## config.mk

```make
export PLATFORM = sky130hd
export DESIGN_NAME = irq_controller
export DESIGN_NICKNAME = d
export VERILOG_FILES = /design/src/rtl/irq_pkg.sv /design/src/rtl/irq_priority_encoder.sv /design/src/rtl/irq_controller.sv
export SDC_FILE = /design/constraint.sdc
export NUM_CORES = 1
export LEC_CHECK = 0
export BUFFER_PORTS_ARGS = -buffer_cell sky130_fd_sc_hd__buf_2
export CORE_MARGIN = 2
export CORE_UTILIZATION = 40
export DETAILED_ROUTE_END_ITERATION = 12
export HOLD_SLACK_MARGIN = 0.05
export PLACE_DENSITY = 0.66
export SLEW_MARGIN = 30
export SYNTH_ARGS = -nofsm -noshare
export SYNTH_HDL_FRONTEND = slang
export SYNTH_HIERARCHICAL = 1
export SYNTH_SLANG_ARGS = --single-unit
```

## constraint.sdc

```tcl
create_clock -name clk -period 25.7 [get_ports clk]
set_clock_uncertainty 0.05 [all_clocks]
set_input_delay 3.855 -clock clk [delete_from_list [all_inputs] [get_ports clk]]
set_output_delay 3.855 -clock clk [all_outputs]
set_load 0.01 [all_outputs]
```

## src/rtl/irq_pkg.sv

```systemverilog
// Shared types, sizes and helpers for the interrupt controller.
package irq_pkg;

    localparam int NUM_SRC       = 16;
    localparam int NUM_GROUPS    = 4;
    localparam int SRC_PER_GROUP = 4;

    typedef enum logic [1:0] {
        IDLE    = 2'd0,
        SELECT  = 2'd1,
        REQ     = 2'd2,
        ACKWAIT = 2'd3
    } irq_state_t;

    // Sources are grouped in fours, so the group is the upper two index bits.
    function automatic logic [1:0] srcGroup(input logic [3:0] idx);
        return idx[3:2];
    endfunction

    // Priority level assigned to the group that owns a given source.
    function automatic logic [1:0] srcLevel(input logic [7:0] pri, input logic [3:0] idx);
        logic [1:0] lvl;
        case (srcGroup(idx))
            2'd0:    lvl = pri[1:0];
            2'd1:    lvl = pri[3:2];
            2'd2:    lvl = pri[5:4];
            default: lvl = pri[7:6];
        endcase
        return lvl;
    endfunction

endpackage

```

## src/rtl/irq_priority_encoder.sv

```systemverilog
// Picks the highest-level pending, enabled source above the CPU mask level.
module irq_priority_encoder (
    input  logic [15:0] i_act,
    input  logic [15:0] i_ena,
    input  logic [7:0]  i_pri,
    input  logic [1:0]  i_cpuLevel,
    output logic        o_valid,
    output logic [3:0]  o_winner,
    output logic [1:0]  o_level
);
    import irq_pkg::*;

    // Scan upward and only replace on a strictly higher level, so ties keep the lowest index.
    always_comb begin
        o_valid  = 1'b0;
        o_winner = 4'd0;
        o_level  = 2'd0;
        for (int i = 0; i < NUM_SRC; i++) begin
            if (i_act[i] && i_ena[i] && (srcLevel(i_pri, 4'(i)) > i_cpuLevel) &&
                (!o_valid || (srcLevel(i_pri, 4'(i)) > o_level))) begin
                o_valid  = 1'b1;
                o_winner = 4'(i);
                o_level  = srcLevel(i_pri, 4'(i));
            end
        end
    end

endmodule

```

## src/rtl/irq_controller.sv

```systemverilog
// Vectored interrupt controller: latches source pulses, prioritises them by
// group level and hands one winner at a time to the CPU with req/ack.
module irq_controller #(
    parameter logic [23:0] IRQ_PRI     = 24'h000100,
    parameter logic [23:0] IRQ_ENA     = 24'h000102,
    parameter logic [23:0] IRQ_ACT     = 24'h000104,
    parameter logic [7:0]  VECTOR_BASE = 8'h03
) (
    input  logic        clk,
    input  logic        reset,
    input  logic        clk_ce_cpu,
    input  logic        bus_write,
    input  logic        bus_read,
    input  logic [23:0] bus_address_in,
    input  logic [7:0]  bus_data_in,
    output logic [7:0]  bus_data_out,
    input  logic [15:0] irq_src,
    input  logic [1:0]  cpu_level,
    output logic        irq_req,
    output logic [7:0]  irq_vector,
    output logic [1:0]  irq_level,
    input  logic        irq_ack
);
    import irq_pkg::*;

    localparam logic [23:0] ADDR_ENA_HI = IRQ_ENA + 24'd1;
    localparam logic [23:0] ADDR_ACT_HI = IRQ_ACT + 24'd1;

    logic [7:0]  r_pri;
    logic [15:0] r_ena;
    logic [15:0] r_act;
    irq_state_t  r_state;
    irq_state_t  w_nextState;
    logic [3:0]  r_winIdx;
    logic [1:0]  r_winLevel;

    logic        w_encValid;
    logic [3:0]  w_encIdx;
    logic [1:0]  w_encLevel;
    logic        w_latch;
    logic        w_ackClear;
    logic        w_latchedCand;
    logic [15:0] w_w1cMask;
    logic [15:0] w_ackMask;
    logic        w_unusedRead;

    // Reads have no side effects, so the read strobe carries no information here.
    assign w_unusedRead = bus_read;

    irq_priority_encoder u_encoder (
        .i_act      (r_act),
        .i_ena      (r_ena),
        .i_pri      (r_pri),
        .i_cpuLevel (cpu_level),
        .o_valid    (w_encValid),
        .o_winner   (w_encIdx),
        .o_level    (w_encLevel)
    );

    assign w_latchedCand = r_act[r_winIdx] & r_ena[r_winIdx] &
                           (srcLevel(r_pri, r_winIdx) > cpu_level);

    assign w_ackMask = w_ackClear ? (16'h0001 << r_winIdx) : 16'h0000;

    // Write-1-to-clear mask from a bus write to either active-flag byte.
    always_comb begin
        w_w1cMask = 16'h0000;
        if (bus_write) begin
            if (bus_address_in == IRQ_ACT) begin
                w_w1cMask = {8'h00, bus_data_in};
            end else if (bus_address_in == ADDR_ACT_HI) begin
                w_w1cMask = {bus_data_in, 8'h00};
            end
        end
    end

    // Priority and enable registers are plain read/write storage.
    always_ff @(posedge clk) begin
        if (reset) begin
            r_pri <= 8'h00;
            r_ena <= 16'h0000;
        end else if (clk_ce_cpu && bus_write) begin
            if (bus_address_in == IRQ_PRI) begin
                r_pri <= bus_data_in;
            end else if (bus_address_in == IRQ_ENA) begin
                r_ena[7:0] <= bus_data_in;
            end else if (bus_address_in == ADDR_ENA_HI) begin
                r_ena[15:8] <= bus_data_in;
            end
        end
    end

    // Active flags: new pulses are OR-ed in last so a set beats any same-cycle clear.
    always_ff @(posedge clk) begin
        if (reset) begin
            r_act <= 16'h0000;
        end else if (clk_ce_cpu) begin
            r_act <= (r_act & ~(w_w1cMask | w_ackMask)) | irq_src;
        end
    end

    // Holds the source currently being offered to the CPU.
    always_ff @(posedge clk) begin
        if (reset) begin
            r_winIdx   <= 4'd0;
            r_winLevel <= 2'd0;
        end else if (clk_ce_cpu && w_latch) begin
            r_winIdx   <= w_encIdx;
            r_winLevel <= w_encLevel;
        end
    end

    // Handshake state register.
    always_ff @(posedge clk) begin
        if (reset) begin
            r_state <= IDLE;
        end else if (clk_ce_cpu) begin
            r_state <= w_nextState;
        end
    end

    // Next-state logic; ack is checked first so it beats cancellation and preemption.
    always_comb begin
        w_nextState = r_state;
        w_latch     = 1'b0;
        w_ackClear  = 1'b0;
        case (r_state)
            IDLE: begin
                if (w_encValid) begin
                    w_nextState = SELECT;
                    w_latch     = 1'b1;
                end
            end
            SELECT: begin
                w_nextState = REQ;
            end
            REQ: begin
                if (irq_ack) begin
                    w_nextState = ACKWAIT;
                    w_ackClear  = 1'b1;
                end else if (!w_latchedCand) begin
                    w_nextState = IDLE;
                end else if (w_encValid && (w_encLevel > r_winLevel) && (w_encIdx != r_winIdx)) begin
                    w_nextState = SELECT;
                    w_latch     = 1'b1;
                end
            end
            default: begin
                w_nextState = IDLE;
            end
        endcase
    end

    // CPU-facing outputs are driven only while the request is up.
    always_comb begin
        irq_req    = 1'b0;
        irq_vector = 8'h00;
        irq_level  = 2'd0;
        if (r_state == REQ) begin
            irq_req    = 1'b1;
            irq_vector = VECTOR_BASE + {4'h0, r_winIdx};
            irq_level  = r_winLevel;
        end
    end

    // Combinational register readback.
    always_comb begin
        bus_data_out = 8'h00;
        if (bus_address_in == IRQ_PRI) begin
            bus_data_out = r_pri;
        end else if (bus_address_in == IRQ_ENA) begin
            bus_data_out = r_ena[7:0];
        end else if (bus_address_in == ADDR_ENA_HI) begin
            bus_data_out = r_ena[15:8];
        end else if (bus_address_in == IRQ_ACT) begin
            bus_data_out = r_act[7:0];
        end else if (bus_address_in == ADDR_ACT_HI) begin
            bus_data_out = r_act[15:8];
        end
    end

endmodule

```

==> reports/results.txt, run 1 <==
Slew Viols, Final -> 0
Via count -> 5311
# IOs -> 75
TritonCTS clock tree -> built
Tot Pwr -> 186 µW
Drc violations -> 0
Hold buffers post-CTS -> 0
Distinct cells, synth -> 84
Average wire per standard cell -> 17.2 µm
Minimum clock period -> 23.10 ns
Clk Latency, worst-skew pair -> 0.29 ns
CP startpoint kind -> primary input
Initial Util -> 0.408
P&R area growth vs syn -> 11.0%
Die area -> 0.0137 mm²
Worst-Margin Slew -> 0.909 ns
Most frequent CP cell -> ha_1
Max-cap violations -> 0
1st-pass router iterations -> 7
Register area share after synthesis -> 0.187
Setup tns final -> 0 ns
Initial antenna violation count -> 0
Vias per std cell -> 5.94
Layout cell share with drive strength beyond 1 -> 0.186
Die height -> 117 µm
Post-Syn Area per Cell -> 7.63 µm²
Post-CTS sizing -> 0
Worst Setup SP -> cpu_level[1]
Gr usage total -> 0.236
Outcome -> complete, no violations
FFs w/ async S/R, synth -> 0
Reg-to-reg critical path startpoint -> r_pri[1]
H-tree level count -> 2
Setup CP Type -> in -> reg
CP Data Required Time -> 25.88 ns
ANT nets after route -> 0
Slew headroom -> 0.394
Total CTS buffers -> 5
CP arrival -> 23.28 ns
Layout Nets -> 811
Worst path max stage delay -> 0.54 ns
Peak VDD IR -> 0.0000287 V
Vias in the first global route -> 5169
Fmax -> 0.0433 GHz
Power Dens Cells -> 32.7 mW/mm²
Clk slew on worst S/H paths -> 0.07 ns
Starting DRT DRC Count -> 534
Bufs on Longest Clock Path -> 2
Cell Rows -> 41
Final Wtd Congestion -> 0.859
Most used flip-flop cell after synthesis -> dfxtp_1
Period Utilization, post-route -> 0.899
Worst Hold Margin -> 0.483 ns
Chip Width -> 117 µm
RSZ-0062 raised after global routing -> no
Cells after synthesis -> 672
Crit Path Max Fanout -> 12
Antenna cells -> 0
Setup crit end kind -> flop
# clock sinks -> 48
Flops & latches, synth -> 48
CP max-delay cell -> o41ai_1
Final hold viol count -> 0
Largest net degree at the start of global routing -> 55
Setup bufs post-CTS -> 0
Std-Cell Core Area -> 0.0126 mm²
Yosys warnings -> 6
First-pass GRT wire length -> 26200 µm
Remaining Overflow, GRT -> 0
Total Wirelength -> 15300 µm
PortBufs -> 70
HP Class -> reg -> reg
Lkg Pwr -> 2.23 nW
# setup viols final -> 0
Cell area after synthesis -> 0.00513 mm²
EDFF count, synth -> 0
Clk root buf -> clkbuf_16
Commonest non-fill, non-tap cell in the layout -> nor2_1
Worst Hold Launch -> r_act[4]
Most frequent cells in the layout -> nor2_1 (76), buf_2 (69), nand2_1 (68)
Post-DP HPWL -> 12000 µm
[per-stage QoR]
| step | std cells | utilization | area (µm²) | setup slack [ns] |
|---|---|---|---|---|
| after floorplan | 674 | - | 5140 | 5.49 |
| after global placement | 886 | 0.441 | 5540 | 3.02 |
| after detailed placement | 886 | 0.441 | 5540 | 2.61 |
| after CTS | 894 | 0.453 | 5690 | 2.84 |
| after global routing | 894 | 0.453 | 5690 | 0.874 |
| final | 894 | 0.453 | 5690 | 2.60 |
[synth_stat cells (6+ instances only)]
cell | number | area, µm²
dfxtp_1 | 48 | 961
o21ai_1 | 13 | 65.1
ha_1 | 34 | 425
nand2b_1 | 6 | 37.5
mux2_2 | 13 | 146
nand4_1 | 7 | 43.8
a22oi_1 | 16 | 120
inv_1 | 24 | 90.1
o21ai_0 | 46 | 230
o211ai_1 | 6 | 45.0
nor2b_1 | 11 | 68.8
nand2_1 | 68 | 255
nor3_1 | 16 | 80.1
a31oi_1 | 7 | 43.8
and3_1 | 7 | 43.8
clkbuf_1 | 17 | 63.8
and2_1 | 7 | 43.8
nand3_1 | 28 | 140
a32oi_1 | 6 | 52.6
nor3b_1 | 8 | 60.1
mux2i_1 | 28 | 280
a21oi_1 | 55 | 275
o31ai_1 | 6 | 45.0
nor2_1 | 76 | 285
[critical path: cells and delay by family]
kind	cells	cell delay [ns]
simple gates	28	4.55
mux	4	1.31
buf+inv	3	0.36
compound gates	36	8.42
fa+ha+maj	16	4.74
[final timing paths]
| check | to | slack, ns | cells after the start |
|---|---|---|---|
| hold reg to reg | r_act[4] | 0.48 | 2 |
| setup / recovery | r_winIdx[2] | 2.60 | 87 |
| setup reg to reg | r_winIdx[2] | 5.74 | 85 |
| hold / removal | r_act[4] | 0.48 | 2 |
[metal layers]
metal	GRT usage	part of all wire	vias up
met5	0	0	-
met4	0.0612	0.014	0
met3	0.0206	0.057	17
met2	0.399	0.48	210
met1	0.323	0.45	2474
li1	-	-	2610
[cells by family after synthesis]
kind of cell               count (synthesis)  synth area share
xor gates and xnor gates                   6            0.0102
buffers and inverters                     56            0.0525
adders and majority gates                 36            0.0869
DFF                                       48             0.187
other                                      1          0.000731
and+or+nand+nor                          266             0.278
AOI/OAI and AO/OA                        214             0.284
muxes                                     45             0.101
[state kept, by name (all words and copies together) (netlist names)]
| signal | cells |
|---|---|
| r_state | 2 |
| r_act | 16 |
| r_pri | 8 |
| r_ena | 16 |
| r_winLevel | 2 |
| r_winIdx | 4 |
[power breakdown]
part | switching (mW) | internal [mW] | leakage, nW
clock | 0.0292 | 0.0389 | 0.0772
combinational | 0.0201 | 0.0135 | 1.77
sequential | 0.00654 | 0.0777 | 0.391
[cell type report]
class	instances	area [µm²]
repair buffers	72	368
clock buffers	6	139
flip-flops and latches	48	961
multi-input cells	570	3910
clock inverters	2	13.8
inverters	24	90.1
fillers	1306	6880
well taps	172	215
Note: power is estimated with default switching activity, not from simulation.
==> inputs of run 2 (changes only) <==
PLACE_DENSITY = 0.7   (was 0.66)
==> reports/results.txt, run 2 (synthesis results as in run 1) <==
P&R area growth vs syn -> 11.3%
WL met3 -> 904 µm
Multi-input gate area -> 0.00393 mm²
Setup crit end kind -> flop
CP max-delay cell -> o41ai_1
Switching share of power -> 0.307
Most frequent CP cell -> ha_1
Storage element area -> 961 µm²
Post-CTS sizing -> 0
Average wire per standard cell -> 16.8 µm
Via count -> 5325
Period Utilization, post-route -> 0.888
Initial antenna violation count -> 0
Slew Viols, Final -> 0
H-tree level count -> 2
ANT nets after route -> 0
Fmax -> 0.0438 GHz
Clk slew on worst S/H paths -> 0.07 ns
Minimum clock period -> 22.81 ns
CP startpoint kind -> primary input
# clock sinks -> 48
Hold buffers post-CTS -> 0
Power Dens Cells -> 32.9 mW/mm²
Total internal power -> 130 µW
# IOs -> 75
Peak VDD IR -> 0.0000272 V
Outcome -> complete, no violations
Starting DRT DRC Count -> 474
Final Wtd Congestion -> 0.921
Most frequent cells in the layout -> nor2_1 (76), buf_2 (69), nand2_1 (68)
Comb power frac -> 0.182
Sequential share of power -> 0.449
Remaining Overflow, GRT -> 0
CP Data Required Time -> 25.87 ns
PortBufs -> 70
Bufs on Longest Clock Path -> 2
Lkg Pwr -> 2.23 nW
Top sig layer -> met4
Total Wirelength -> 15000 µm
Setup bufs post-CTS -> 0
Cell Rows -> 41
Clock power frac -> 0.369
Std-Cell Core Area -> 0.0126 mm²
Clk Latency, worst-skew pair -> 0.29 ns
Worst-Margin Slew -> 0.802 ns
First-pass GRT wire length -> 24700 µm
HP Class -> reg -> reg
Chip Width -> 117 µm
Fin cells -> 893
RSZ-0062 raised after global routing -> no
Met1 WL -> 7030 µm
Gr usage total -> 0.224
Final hold viol count -> 0
Setup CP Type -> in -> reg
Crit Path Max Fanout -> 12
Max-cap violations -> 0
Slew headroom -> 0.462
Vias per std cell -> 5.96
Cell area after layout -> 0.00571 mm²
Largest net degree at the start of global routing -> 55
Clk root buf -> clkbuf_16
Setup tns final -> 0 ns
FILL cells -> 1288
Die height -> 117 µm
Vias in the first global route -> 4879
Die area -> 0.0137 mm²
Sw power -> 57.7 µW
Worst path max stage delay -> 0.54 ns
TritonCTS clock tree -> built
Drc violations -> 0
CP arrival -> 22.99 ns
Initial Util -> 0.408
Antenna cells -> 0
Cells after DPL -> 885
Layout Nets -> 810
Layout cell share with drive strength beyond 1 -> 0.187
Post-DP HPWL -> 11300 µm
Biggest regs -> r_act (16), r_ena (16), r_pri (8)
Commonest non-fill, non-tap cell in the layout -> nor2_1
Total CTS buffers -> 5
Met2 wire len -> 6830 µm
1st-pass router iterations -> 5
# setup viols final -> 0
Placed cell area -> 0.00554 mm²
run 2: changes by cell type in the layout (fill, tap and decap cells not counted):
| cell | change |
|---|---|
| nor4b_1 | -1 |
| o2111ai_1 | -1 |
| buf_4 | -1 |
| o2111ai_2 | +1 |
| nor4b_4 | +1 |
run 2: metal layers:
| layer | up-vias | GRT usage |
|---|---|---|
| met3 | 21 | 0.0227 |
| met5 | - | 0 |
| li1 | 2601 | - |
| met1 | 2510 | 0.319 |
| met2 | 193 | 0.362 |
| met4 | 0 | 0.0612 |
run 2: area by class of cell:
type                            instances  area share
Clock buffer                            6      0.0243
Sequential cell                        48       0.168
Inverter                               24      0.0158
Timing Repair Buffer                   71      0.0631
Multi-Input combinational cell        570       0.688
Clock inverter                          2     0.00241
Tap cell                              172      0.0377
run 2: through the flow:
| stage | util | worst slack [ns] | hold WS [ns] | power, mW |
|---|---|---|---|---|
| after global placement | 0.441 | 2.95 | 0.459 | 0.119 |
| after floorplan | - | 5.49 | 0.425 | 0.106 |
| after CTS | 0.453 | 3.11 | 0.476 | 0.187 |
| final | 0.454 | 2.89 | 0.482 | 0.188 |
| after global routing | 0.454 | 1.34 | 0.501 | 0.196 |
| after detailed placement | 0.441 | 2.89 | 0.467 | 0.119 |
run 2: worst max-delay path, delay by kind of cell:
kind | cells | cell delay, ns
AND/OR/NAND/NOR | 28 | 4.45
buffers and inverters | 3 | 0.39
AO/OA/AOI/OAI | 36 | 8.28
multiplexers | 4 | 1.29
adder cells (fa/ha/maj) | 16 | 4.75
run 2: worst paths after layout:
check,start,endpoint,slack (ns),depth (start not counted)
worst min-delay path,r_act[14],r_act[14],0.48,2
worst max-delay path,cpu_level[1],r_winIdx[0],2.89,87
worst min register to register,r_act[14],r_act[14],0.48,2
worst max register to register,r_pri[1],r_winIdx[0],6.04,85
run 2: power by group through the flow:
stage / Sequential (mW) / Combinational, mW / Clock (mW)
final: 0.0843 / 0.0342 / 0.0693
after global routing: 0.0849 / 0.0383 / 0.0724
after CTS: 0.0841 / 0.0336 / 0.0696
after detailed placement: 0.0858 / 0.0335 / 0
after global placement: 0.0858 / 0.0330 / 0
after floorplan: 0.0815 / 0.0248 / 0
